<file path="src/rtl/handshake_arb_pkg.sv">
// Shared types and helpers for the handshake round-robin arbiter.
// Optional packet lock is enabled with HANDSHAKE_ARB_PKT_LOCK_EN.
package handshake_arb_pkg;

    typedef enum logic {
        ARB  = 1'b0,
        LOCK = 1'b1
    } arb_state_t;

    // Width of an index into n requesters; never narrower than one bit.
    function automatic int unsigned idx_bits(input int unsigned n);
        return (n > 1) ? $clog2(n) : 1;
    endfunction

    // First valid index strictly after ptr, wrapping modulo n (n <= 32, ptr < n).
    function automatic int unsigned rr_pick(
        input logic [31:0] valid,
        input int unsigned ptr,
        input int unsigned n
    );
        int unsigned grant;
        int unsigned idx;
        logic        found;
        grant = 0;
        found = 1'b0;
        for (int unsigned k = 1; k <= 32; k++) begin
            idx = ptr + k;
            if (idx >= n) begin
                idx = idx - n;
            end
            if ((k <= n) && !found && (((valid >> idx) & 32'd1) != 32'd0)) begin
                grant = idx;
                found = 1'b1;
            end
        end
        return grant;
    endfunction

endpackage

</file>
<file path="src/rtl/handshake_rr_pick.sv">
// Combinational round-robin pick: rotate past ptr, priority-encode, unrotate.
// Shared by both builds of handshake_rr_arbiter (HANDSHAKE_ARB_PKT_LOCK_EN agnostic).
module handshake_rr_pick
    import handshake_arb_pkg::*;
#(
    parameter int unsigned NUM_REQ = 4,
    parameter int unsigned IDX_W   = 2
) (
    input  logic [NUM_REQ-1:0] valid,
    input  logic [IDX_W-1:0]   ptr,
    output logic [IDX_W-1:0]   grant,
    output logic               any_valid
);

    always_comb begin
        grant     = IDX_W'(rr_pick(32'(valid), 32'(ptr), NUM_REQ));
        any_valid = |valid;
    end

endmodule

</file>
<file path="src/rtl/handshake_rr_arbiter.sv">
// Round-robin arbiter merging NUM_REQ handshake sources into one registered output stage.
// Define HANDSHAKE_ARB_PKT_LOCK_EN to add s_last/m_last and hold the grant for a whole packet.
module handshake_rr_arbiter
    import handshake_arb_pkg::*;
#(
    parameter int unsigned NUM_REQ   = 4,
    parameter int unsigned DATA_BITS = 8,
    localparam int unsigned IDX_W    = idx_bits(NUM_REQ)
) (
    input  logic                           clk,
    input  logic                           rst,
    input  logic [NUM_REQ-1:0]             s_valid,
    output logic [NUM_REQ-1:0]             s_ready,
    input  logic [NUM_REQ*DATA_BITS-1:0]   s_data,
`ifdef HANDSHAKE_ARB_PKT_LOCK_EN
    input  logic [NUM_REQ-1:0]             s_last,
    output logic                           m_last,
`endif
    output logic                           m_valid,
    input  logic                           m_ready,
    output logic [DATA_BITS-1:0]           m_data,
    output logic [IDX_W-1:0]               m_sel
);

    arb_state_t             state_q;
    logic [IDX_W-1:0]       ptr_q;
    logic [IDX_W-1:0]       pick_grant;
    logic                   pick_any;
    logic [IDX_W-1:0]       grant;
    logic                   grant_ok;
    logic                   load;
    logic                   accept;
    logic [DATA_BITS-1:0]   grant_data;

    handshake_rr_pick #(
        .NUM_REQ (NUM_REQ),
        .IDX_W   (IDX_W)
    ) u_pick (
        .valid     (s_valid),
        .ptr       (ptr_q),
        .grant     (pick_grant),
        .any_valid (pick_any)
    );

    always_comb begin
        load = !m_valid || m_ready;
        // While locked the grant stays on the packet owner even if it pauses.
        if (state_q == LOCK) begin
            grant    = ptr_q;
            grant_ok = s_valid[ptr_q];
        end else begin
            grant    = pick_grant;
            grant_ok = pick_any;
        end
        accept     = !rst && load && grant_ok;
        s_ready    = '0;
        grant_data = '0;
        for (int unsigned i = 0; i < NUM_REQ; i++) begin
            if (grant == IDX_W'(i)) begin
                grant_data = s_data[i*DATA_BITS +: DATA_BITS];
                s_ready[i] = accept;
            end
        end
    end

    always_ff @(posedge clk) begin
        if (rst) begin
            m_valid <= 1'b0;
            m_data  <= '0;
            m_sel   <= '0;
            ptr_q   <= IDX_W'(NUM_REQ - 1);
            state_q <= ARB;
`ifdef HANDSHAKE_ARB_PKT_LOCK_EN
            m_last  <= 1'b0;
`endif
        end else if (load) begin
            m_valid <= accept;
            if (accept) begin
                m_data <= grant_data;
                m_sel  <= grant;
                ptr_q  <= grant;
`ifdef HANDSHAKE_ARB_PKT_LOCK_EN
                m_last  <= s_last[grant];
                state_q <= s_last[grant] ? ARB : LOCK;
`else
                state_q <= ARB;
`endif
            end
        end
    end

endmodule

</file>
<file path="config.mk">
export PLATFORM = sky130hd
export DESIGN_NAME = handshake_rr_arbiter
export DESIGN_NICKNAME = d
export VERILOG_FILES = /design/src/rtl/handshake_arb_pkg.sv /design/src/rtl/handshake_rr_pick.sv /design/src/rtl/handshake_rr_arbiter.sv
export SDC_FILE = /design/constraint.sdc
export NUM_CORES = 1
export LEC_CHECK = 0
export CAP_MARGIN = 20
export CORE_MARGIN = 8
export CORE_UTILIZATION = 40
export CTS_BUF_LIST = sky130_fd_sc_hd__clkbuf_8
export DETAILED_ROUTE_END_ITERATION = 6
export GPL_TIMING_DRIVEN = 0
export MAX_ROUTING_LAYER = met4
export PLACE_DENSITY_LB_ADDON = 0.12
export REMOVE_ABC_BUFFERS = 1
export SLEW_MARGIN = 20
export SYNTH_ARGS = -nofsm -noshare
export SYNTH_HDL_FRONTEND = slang
export SYNTH_HIERARCHICAL = 1
export SYNTH_SLANG_ARGS = --single-unit
</file>
<file path="constraint.sdc">
create_clock -name clk -period 4.6 [get_ports clk]
set_input_delay 1.15 -clock clk [delete_from_list [all_inputs] [get_ports clk]]
set_output_delay 1.15 -clock clk [all_outputs]
set_load 0.01 [all_outputs]
</file>
# Word-level counts from Yosys, hierarchy flattened
# Cells that the tools add are included.
# Widths: inputs -> output; s select.
# word_totals
in_bits,39
elab_cells,56
romBits,0
regBits,13
ram_bits,0
memories,0
latchBits,0
# classes
mux,19
n_bitwise,0
magnitude_cmp,4
n_mul,0
n_div,0
n_eq_ne,3
shifts,4
addsub,8
n_reduce_logical,14
# ops
op,n
$ge 32x3->1 const B,4
$mux 32,4
$shr 4x32->1,4
$sub 32x3->32 const B,4
$mux 8,4
$mux 2,4
$mux 1,7
$add 2x2->3 const B,2
$logic_and 1x1->1,5
$logic_not 1->1,5
$add 2x3->4 const B,1
$eq 2x2->1 const B,2
$reduce_or 4->1,1
$add 2x1->3 const B,1
$eq 2x1->1 const B,1
$logic_not 2->1,1
$reduce_and 2->1,1
$logic_or 1x1->1,1

# Longest topological paths before layout
# Gate-level depths: netlist (run 1).
# depth
word_depth,19
ltp_mapped,11
depth_no_buf,8

# Hierarchy
# Netlist (run 1), hierarchy kept.
# by_module_without_submodules
mod,n_inst,seq_area_each_um2,area_per_inst_um2,cells_per_inst
handshake_rr_arbiter,1,260.2,671.9,50
handshake_rr_pick,1,0.0,346.6,39

# Least setup slack after synthesis (run 1)
# OpenSTA, ideal clock, no wires.
# synth_path
kind,input to output
start,in s_valid[2]
end,out s_ready[2]
required_ns,3.450
arrival_ns,2.692
path_stages,6
setup_slack_ns,0.758
cell_sequence,mux2_4 a22o_1 o211ai_1 a22o_1 clkbuf_1 nor3b_1
# synth_via
elab_chain_len,13
elab_cells_between_ends,21
classes_between,1 x eq/ne; 4 x shift; 8 x mux; 8 x reduce/logical
# synth_lines
item,line_no,rtl
start: declaration,handshake_rr_arbiter.sv:12,"input logic [NUM_REQ-1:0] s_valid,"
$shr 4x32->1,handshake_arb_pkg.sv:31,if ((k <= n) && !found && (((valid >> idx) & 32'd1) != 32'd0)) begin
$mux 1,handshake_arb_pkg.sv:31,
$logic_not 1->1,handshake_arb_pkg.sv:31,
$logic_and 1x1->1,handshake_arb_pkg.sv:31,
$mux 1,handshake_arb_pkg.sv:31,
$logic_not 1->1,handshake_arb_pkg.sv:31,
$logic_and 1x1->1,handshake_arb_pkg.sv:31,
$mux 1,handshake_arb_pkg.sv:31,
$logic_not 1->1,handshake_arb_pkg.sv:31,
$logic_and 1x1->1,handshake_arb_pkg.sv:31,
$mux 2 (*),handshake_arb_pkg.sv:31,
via grant[1],handshake_rr_arbiter.sv:29,logic [IDX_W-1:0] grant;
$eq 2x2->1 (*),handshake_rr_arbiter.sv:59,if (grant == IDX_W'(i)) begin
$mux 1 (*),handshake_rr_arbiter.sv:59,
end: declaration,handshake_rr_arbiter.sv:13,"output logic [NUM_REQ-1:0] s_ready,"
# The timed path passes the listed nets; every way through them passes the cells marked *.

# Worst setup path in the final report (run 1)
# layout_path
start,reg ptr_q[1]
end,out s_ready[3]
# layout_via
elab_chain_len,16
elab_cells_between_ends,35
classes_between,8 x add/sub; 4 x order compare; 1 x eq/ne; 4 x shift; 12 x mux; 6 x reduce/logical
# layout_lines
item,line_no,rtl
start: declaration,handshake_rr_arbiter.sv:26,logic [IDX_W-1:0] ptr_q;
start signal: assignment,handshake_rr_arbiter.sv:71,ptr_q <= IDX_W'(NUM_REQ - 1);
start signal: assignment,handshake_rr_arbiter.sv:81,ptr_q <= grant;
$add 2x1->3,handshake_arb_pkg.sv:27,idx = ptr + k;
$sub 32x3->32 or $ge 32x3->1 (tied branches),"handshake_arb_pkg.sv:29, handshake_arb_pkg.sv:28",
$mux 32,handshake_arb_pkg.sv:28,if (idx >= n) begin
$shr 4x32->1,handshake_arb_pkg.sv:31,
$mux 1,handshake_arb_pkg.sv:31,
$logic_not 1->1,handshake_arb_pkg.sv:31,
$logic_and 1x1->1,handshake_arb_pkg.sv:31,
$mux 1,handshake_arb_pkg.sv:31,
$logic_not 1->1,handshake_arb_pkg.sv:31,
$logic_and 1x1->1,handshake_arb_pkg.sv:31,
$mux 1,handshake_arb_pkg.sv:31,
$logic_not 1->1,handshake_arb_pkg.sv:31,
$logic_and 1x1->1,handshake_arb_pkg.sv:31,
$mux 2 (*),handshake_arb_pkg.sv:31,
via grant[0],handshake_rr_arbiter.sv:29,
$eq 2x2->1 (*),handshake_rr_arbiter.sv:59,
$mux 1 (*),handshake_rr_arbiter.sv:59,
# Marks and branches as above.

==> run summary, run 1 <==
Status -> finished clean
WL met1 -> 1202 um
Max-slew headroom -> 37.06%
Final Hold Viols -> 0
Final Core Density -> 69.06%
Skew final -> 1.875 ps
EDFF count, synth -> 0
Synth cell types -> 32
Chip height -> 66.46 um
Fillcell total -> 187
Syn Area/Cell -> 11.44 um2
Met2 wire length -> 1536 um
Required @ worst endpoint -> 3450 ps
RSZ-0062 raised after global routing -> false
Total power -> 0.001198 W
Post-synth top area cell -> dfxtp_1
Routed wire length -> 2966 um
Initial Utilization -> 41.49%
Max cap viols -> 0
Via count -> 960
Seq/Total Area, Yosys -> 25.55%
WP data arrival -> 3160 ps
Mapped Area -> 1018 um2
Layout Area Growth over Synthesis -> 66.46%
Die Wd -> 66.46 um
Worst-path fanout max -> 9
Peak VDD IR -> 414.2 uV
Share of cells above drive strength 1 -> 19.05%
Setup WS post-layout -> 290.0 ps
Final setup viols -> 0
Drt via density -> 5.424
Actual slew at the worst max-slew pin -> 944.1 ps
Fin crit share -> 93.69%
CP Launch Type -> flop
Final hold slack -> 473.7 ps
Max frequency -> 232.0 MHz
Leading cell types by count after synthesis -> 13 x dfxtp_1, 11 x a22o_1, 5 x ha_1, 5 x inv_1, 5 x mux4_1
Leading post-synthesis cells by cell area -> dfxtp_1 26%, mux4_1 13%, a22o_1 9.5%
DRC viols -> 0
Max clock buf depth -> 2
Worst Hold Class -> reg2reg
Post-DRT Antenna Nets -> 0
First-pass GRT wire length -> 4623 um
Avg WL per Cell -> 16.76 um
Rows -> 18
Worst flop-to-flop path startpoint -> ptr_q[1]
Nets -> 192
Max layer used -> met4
Worst-path clk slew -> 50 ps
Final Max Tran Viols -> 0
Die Area -> 4417 um2
Metal3 WL -> 186 um
Yosys reg bits -> 13
Root Buffer -> clkbuf_8
Count leader, synth -> dfxtp_1
Clock Latency Late Sink -> 240 ps
Crit path kind -> reg2out
Worst R2R Setup Slack -> 1330 ps
Initial DRC Count -> 19
Number of I/O pins -> 54
Global-route total usage across every layer -> 13.50%
CTS Sinks -> 13
Core area -> 2455 um2
Largest net degree at the start of global routing -> 17
Top_reg_cell synth -> dfxtp_1
Min Tclk post-route -> 4310 ps
H-tree levels -> 1
Critical R2R Capture -> m_data[7]
Number of buffers inserted by hold repair at cts -> 0
Pwr/cell area -> 706.9 nW/um2
Yosys top cell area share -> 25.55%
Mapped Cells -> 89
Worst slack, placed -> -474.9 ps
Vias in the first global route -> 982
Clock buffer count from CTS -> 3
Hold path startpoint -> m_data[7]
IO Port Bufs -> 53
Remaining global-route overflow -> 0
WHS Endpoint -> m_data[7]
Leak -> 0.7785 nW
Hold Path Stages -> 1
DP HPWL -> 2272 um
Crit end category -> primary output
CTS tree -> done
Yosys warning count -> 6
Antenna Cells -> 0
Ys async rst share -> 0%
Initial antenna violation count -> 0
R2R cell count -> 9
RePlAce Congestion -> 0.8190
Drt first pass iters -> 4
stage by stage:
step | cells | TNS (ps) | cell area, um2
finish | 177 | 0 | 1695
floorplan | 83 | 0 | 967.2
global placement | 166 | -3329 | 1535
global route | 177 | 0 | 1695
detailed placement | 166 | -1547 | 1546
CTS | 176 | 0 | 1653
per-layer routing:
metal / up-vias / track usage (%)
li1: 475 / -
met1: 452 / 15.48
met2: 29 / 22.56
met3: 4 / 2.181
met4: 0 / 6.133
met5: - / -
logic make-up (layout without fill, tap and decap cells):
group | after synthesis | after routing | synth area share (%)
adders and majority gates | 5 | 5 | 6.143
muxes | 16 | 16 | 29.98
AOI/OAI and AO/OA | 27 | 27 | 21.25
and+or+nand+nor | 17 | 17 | 10.20
buffers and inverters | 11 | 69 | 6.879
DFF | 13 | 13 | 25.55
cells in the final DEF, fill, tap and decap left out, drive strengths merged, types with 3 or more instances in the layout:
cell type,n
a21oi,4
a22o,12
buf,7
clkbuf,3
clkdlybuf4s50,47
dfxtp,13
dlymetal6s2s,6
ha,5
inv,6
mux2,5
mux4,9
nand2,4
nand2b,3
nor3b,4
o211ai,3
layout make-up:
cell class	instances	area, um2	area share [%]
Clock inverter	1	3.754	0.2214
Timing Repair Buffer	60	598.1	35.28
Multi-Input combinational cell	65	734.5	43.32
Sequential cell	13	261.5	15.42
Inverter	5	18.77	1.107
Clock buffer	3	41.29	2.435
Tap cell	30	37.54	2.214
sequential cells by signal, summed over array words and instances (netlist names):
name,flops
m_data,8
m_sel,2
m_valid,1
ptr_q,2
power by group:
part,switching (W),internal (W),total [W]
Sequential,0.0000541,0.000166,0.000220
Combinational,0.000349,0.000533,0.000882
Clock,0.0000377,0.0000587,0.0000964
worst max path at each step:
stage | endpoint | slack, ps | cells past startpoint | from
after detailed placement | s_ready[3] | -470 | 7 | s_valid[0]
after CTS | s_ready[1] | 10 | 7 | s_valid[0]
after floorplan | s_ready[1] | 360 | 5 | s_valid[2]
after global routing | s_ready[0] | 120 | 8 | ptr_q[1]
final | s_ready[3] | 290 | 8 | ptr_q[1]
after global placement | s_ready[3] | -980 | 7 | s_valid[2]
critical path, stage by stage, from the launching register on:
cell and delay (ps):
dfxtp_1 530, inv_1 140, ha_1 440, mux2_2 360
a22o_1 230, o211a_1 280, o22ai_4 200, and3_2 210
clkdlybuf4s50_1 530
what timing repair did:
item,4_1_cts,5_1_grt
setup buffers,6,1
setup endpoints to repair,4,4
gates resized for setup,3,10
pin swaps,2,3
endpoints found under the hold margin,0,0
No activity file was read; power rests on OpenSTA's default activity.
==> run 2, diff against run 1 <==
--- a/config.mk
+++ b/config.mk
@@ -10,6 +10,7 @@
 export CORE_UTILIZATION = 40
 export CTS_BUF_LIST = sky130_fd_sc_hd__clkbuf_8
 export DETAILED_ROUTE_END_ITERATION = 6
+export GPL_ROUTABILITY_DRIVEN = 1
 export GPL_TIMING_DRIVEN = 0
 export MAX_ROUTING_LAYER = met4
 export PLACE_DENSITY_LB_ADDON = 0.12
==> results of run 2 <==
Same layout as run 1: the final DEF is identical, and so are final timing and power.
==> run 3, diff against run 2 <==
--- a/config.mk
+++ b/config.mk
@@ -7,7 +7,7 @@
 export LEC_CHECK = 0
 export CAP_MARGIN = 20
 export CORE_MARGIN = 8
-export CORE_UTILIZATION = 40
+export CORE_UTILIZATION = 36
 export CTS_BUF_LIST = sky130_fd_sc_hd__clkbuf_8
 export DETAILED_ROUTE_END_ITERATION = 6
 export GPL_ROUTABILITY_DRIVEN = 1
@@ -15,7 +15,6 @@
 export MAX_ROUTING_LAYER = met4
 export PLACE_DENSITY_LB_ADDON = 0.12
 export REMOVE_ABC_BUFFERS = 1
-export SLEW_MARGIN = 20
 export SYNTH_ARGS = -nofsm -noshare
 export SYNTH_HDL_FRONTEND = slang
 export SYNTH_HIERARCHICAL = 1
==> constraint.sdc (replaced) <==
create_clock -name clk -period 3.6 [get_ports clk]
set_input_delay 0.9 -clock clk [delete_from_list [all_inputs] [get_ports clk]]
set_output_delay 0.9 -clock clk [all_outputs]
set_load 0.01 [all_outputs]
==> run 3 against run 2 <==
  * Non-clock buffer count rose by 1
  * Critical endpoint is now s_ready[2]
  * Die area grew 8.4%
  * Count of clock-buffer cells in the layout unchanged
  * Clock power rose by 31%
  * Worst setup slack lost 290 ps
  * Largest cell class unchanged
  * Power increased by 30%
==> run summary, run 3 (synthesis gave the netlist of run 1 again) <==
Initial antenna violation count -> 0 (unchanged)
Vias in the first global route -> 973 (-0.92%)
CTS Sinks -> 13 (unchanged)
Number of I/O pins -> 54 (unchanged)
Fillcell total -> 226 (+21%)
Required @ worst endpoint -> 2700 ps (-750 ps)
Total power -> 0.001563 W (+30%)
Status -> finished clean
Min Tclk post-route -> 3598 ps
WP data arrival -> 2700 ps (-460 ps)
Post-DRT Antenna Nets -> 0 (unchanged)
First-pass GRT wire length -> 4919 um (+6.4%)
Skew final -> 0.2984 ps (-1.577 ps)
Biggest register -> m_data
Remaining global-route overflow -> 0 (unchanged)
Avg WL per Cell -> 17.66 um (+5.4%)
Most common cell after layout, fill and taps aside -> clkdlybuf4s50_1
Worst flop-to-flop path startpoint -> ptr_q[1]
Nets -> 193 (+0.52%)
Antenna Cells -> 0 (unchanged)
WHS Endpoint -> m_sel[0]
Share of cells above drive strength 1 -> 27.03% (+8.0 points)
Max frequency -> 277.9 MHz
Global-route total usage across every layer -> 12.72% (-0.79 points)
Max cap viols -> 0 (unchanged)
Routed wire length -> 3162 um (+6.6%)
Rows -> 19 (+1)
Initial Utilization -> 37.25% (-4.2 points)
Via count -> 957 (-0.31%)
Largest net degree at the start of global routing -> 16 (-1)
Final Max Tran Viols -> 0 (unchanged)
Pwr/cell area -> 929.9 nW/um2 (+32%)
Clock buffer count from CTS -> 3 (unchanged)
DP HPWL -> 2261 um (-0.50%)
DRC viols -> 0 (unchanged)
R2R cell count -> 10 (+1)
Actual slew at the worst max-slew pin -> 971.3 ps (+27.27 ps)
Max clock buf depth -> 2 (unchanged)
H-tree levels -> 1 (unchanged)
Clock Latency Late Sink -> 240 ps (about the same)
Layout Area Growth over Synthesis -> 64.99%
Worst Hold Class -> reg2reg
Final Core Density -> 61.46% (-7.6 points)
CTS tree -> done
Core area -> 2734 um2 (+11%)
IO Port Bufs -> 53 (unchanged)
Final Hold Viols -> 0 (unchanged)
Post-route cell area -> 1680 um2 (-0.89%)
Crit path kind -> in2out
Die Wd -> 69.19 um (+4.1%)
Max-slew headroom -> 35.24% (-1.8 points)
Die Area -> 4787 um2 (+8.4%)
Drt via density -> 5.346 (-1.4%)
Peak VDD IR -> 623.8 uV (+51%)
Final hold slack -> 479.1 ps (+5.306 ps)
Worst R2R Setup Slack -> 710 ps (-620 ps)
Critical R2R Capture -> m_data[6]
Leak -> 0.7224 nW (-7.2%)
DP Area -> 1549 um2 (+0.16%)
Max reg flops -> 8 (unchanged)
Final setup viols -> 0 (unchanged)
Commonest cells after routing, fill and taps aside -> 45 x clkdlybuf4s50_1, 11 x dfxtp_1, 9 x a22o_1
Drt first pass iters -> 4 (unchanged)
Hold path startpoint -> m_sel[0]
Fin crit share -> 99.94%
RePlAce Congestion -> 0.7826 (-4.4%)
Worst-path fanout max -> 6 (-3)
Crit end category -> primary output
Hold Path Stages -> 1 (unchanged)
Worst-path clk slew -> 60 ps (about the same)
Biggest regs -> m_data x8, m_sel x2, ptr_q x2
Initial DRC Count -> 21 (+2)
Chip height -> 69.19 um (+4.1%)
CP Launch Type -> input pin
Root Buffer -> clkbuf_8
## run 3: area by class of cell
| class | count | area, um2 | share of cell area (%) |
|---|---|---|---|
| well taps | 31 | 38.79 | 2.308 |
| repair buffers | 61 | 560.5 | 33.36 |
| flip-flops and latches | 13 | 267.8 | 15.93 |
| clock inverters | 1 | 3.754 | 0.2234 |
| clock buffers | 3 | 41.29 | 2.457 |
| inverters | 5 | 18.77 | 1.117 |
| multi-input cells | 65 | 749.5 | 44.60 |
## run 3: worst max-delay path by stage
stage | from | to | slack, ps | cells after the start
floorplan | ptr_q[0] | s_ready[1] | -380 | 7
global placement | s_valid[2] | s_ready[3] | -1500 | 7
detailed placement | s_valid[0] | s_ready[1] | -1100 | 8
CTS | s_valid[0] | s_ready[0] | 4 | 8
global route | s_valid[0] | s_ready[2] | -10 | 9
finish | s_valid[0] | s_ready[2] | 2 | 9
## run 3: report_power, final
part	internal [W]	switching (W)
sequential	0.000217	0.0000488
combinational	0.000685	0.000486
clock	0.0000751	0.0000509
total	0.000977	0.000585
## run 3: critical path, cell delays in order
cell	delay (ps)
clkdlybuf4s15_1	250
mux2_4	300
a22o_4	260
a32oi_2	260
o22ai_4	100
buf_6	120
buf_4	120
nor3b_1	210
buf_2	180
## run 3: repair_timing
item,4_1_cts,5_1_grt
pin swaps,4,1
buffers inserted,6,0
gates resized for setup,27,16
hold buffers,0,0
endpoints found under the setup margin,8,4
## run 3: through the flow
stage / worst slack (ps) / setup TNS (ps) / std cells
finish: 2.106 / 0 / 179
global route: -10.57 / -10.57 / 179
CTS: 4.281 / 0 / 179
detailed placement: -1103 / -4794 / 169
global placement: -1499 / -10590 / 167
floorplan: -382.2 / -1166 / 83
## run 3: per-layer routing
layer  up-vias  GRT usage, %  share of wire (%)
met5         -             -                  0
met4         0         5.239                1.1
met1       452         13.95                 42
met3         2         2.718                5.2
li1        473             -                  -
met2        30         21.72                 51
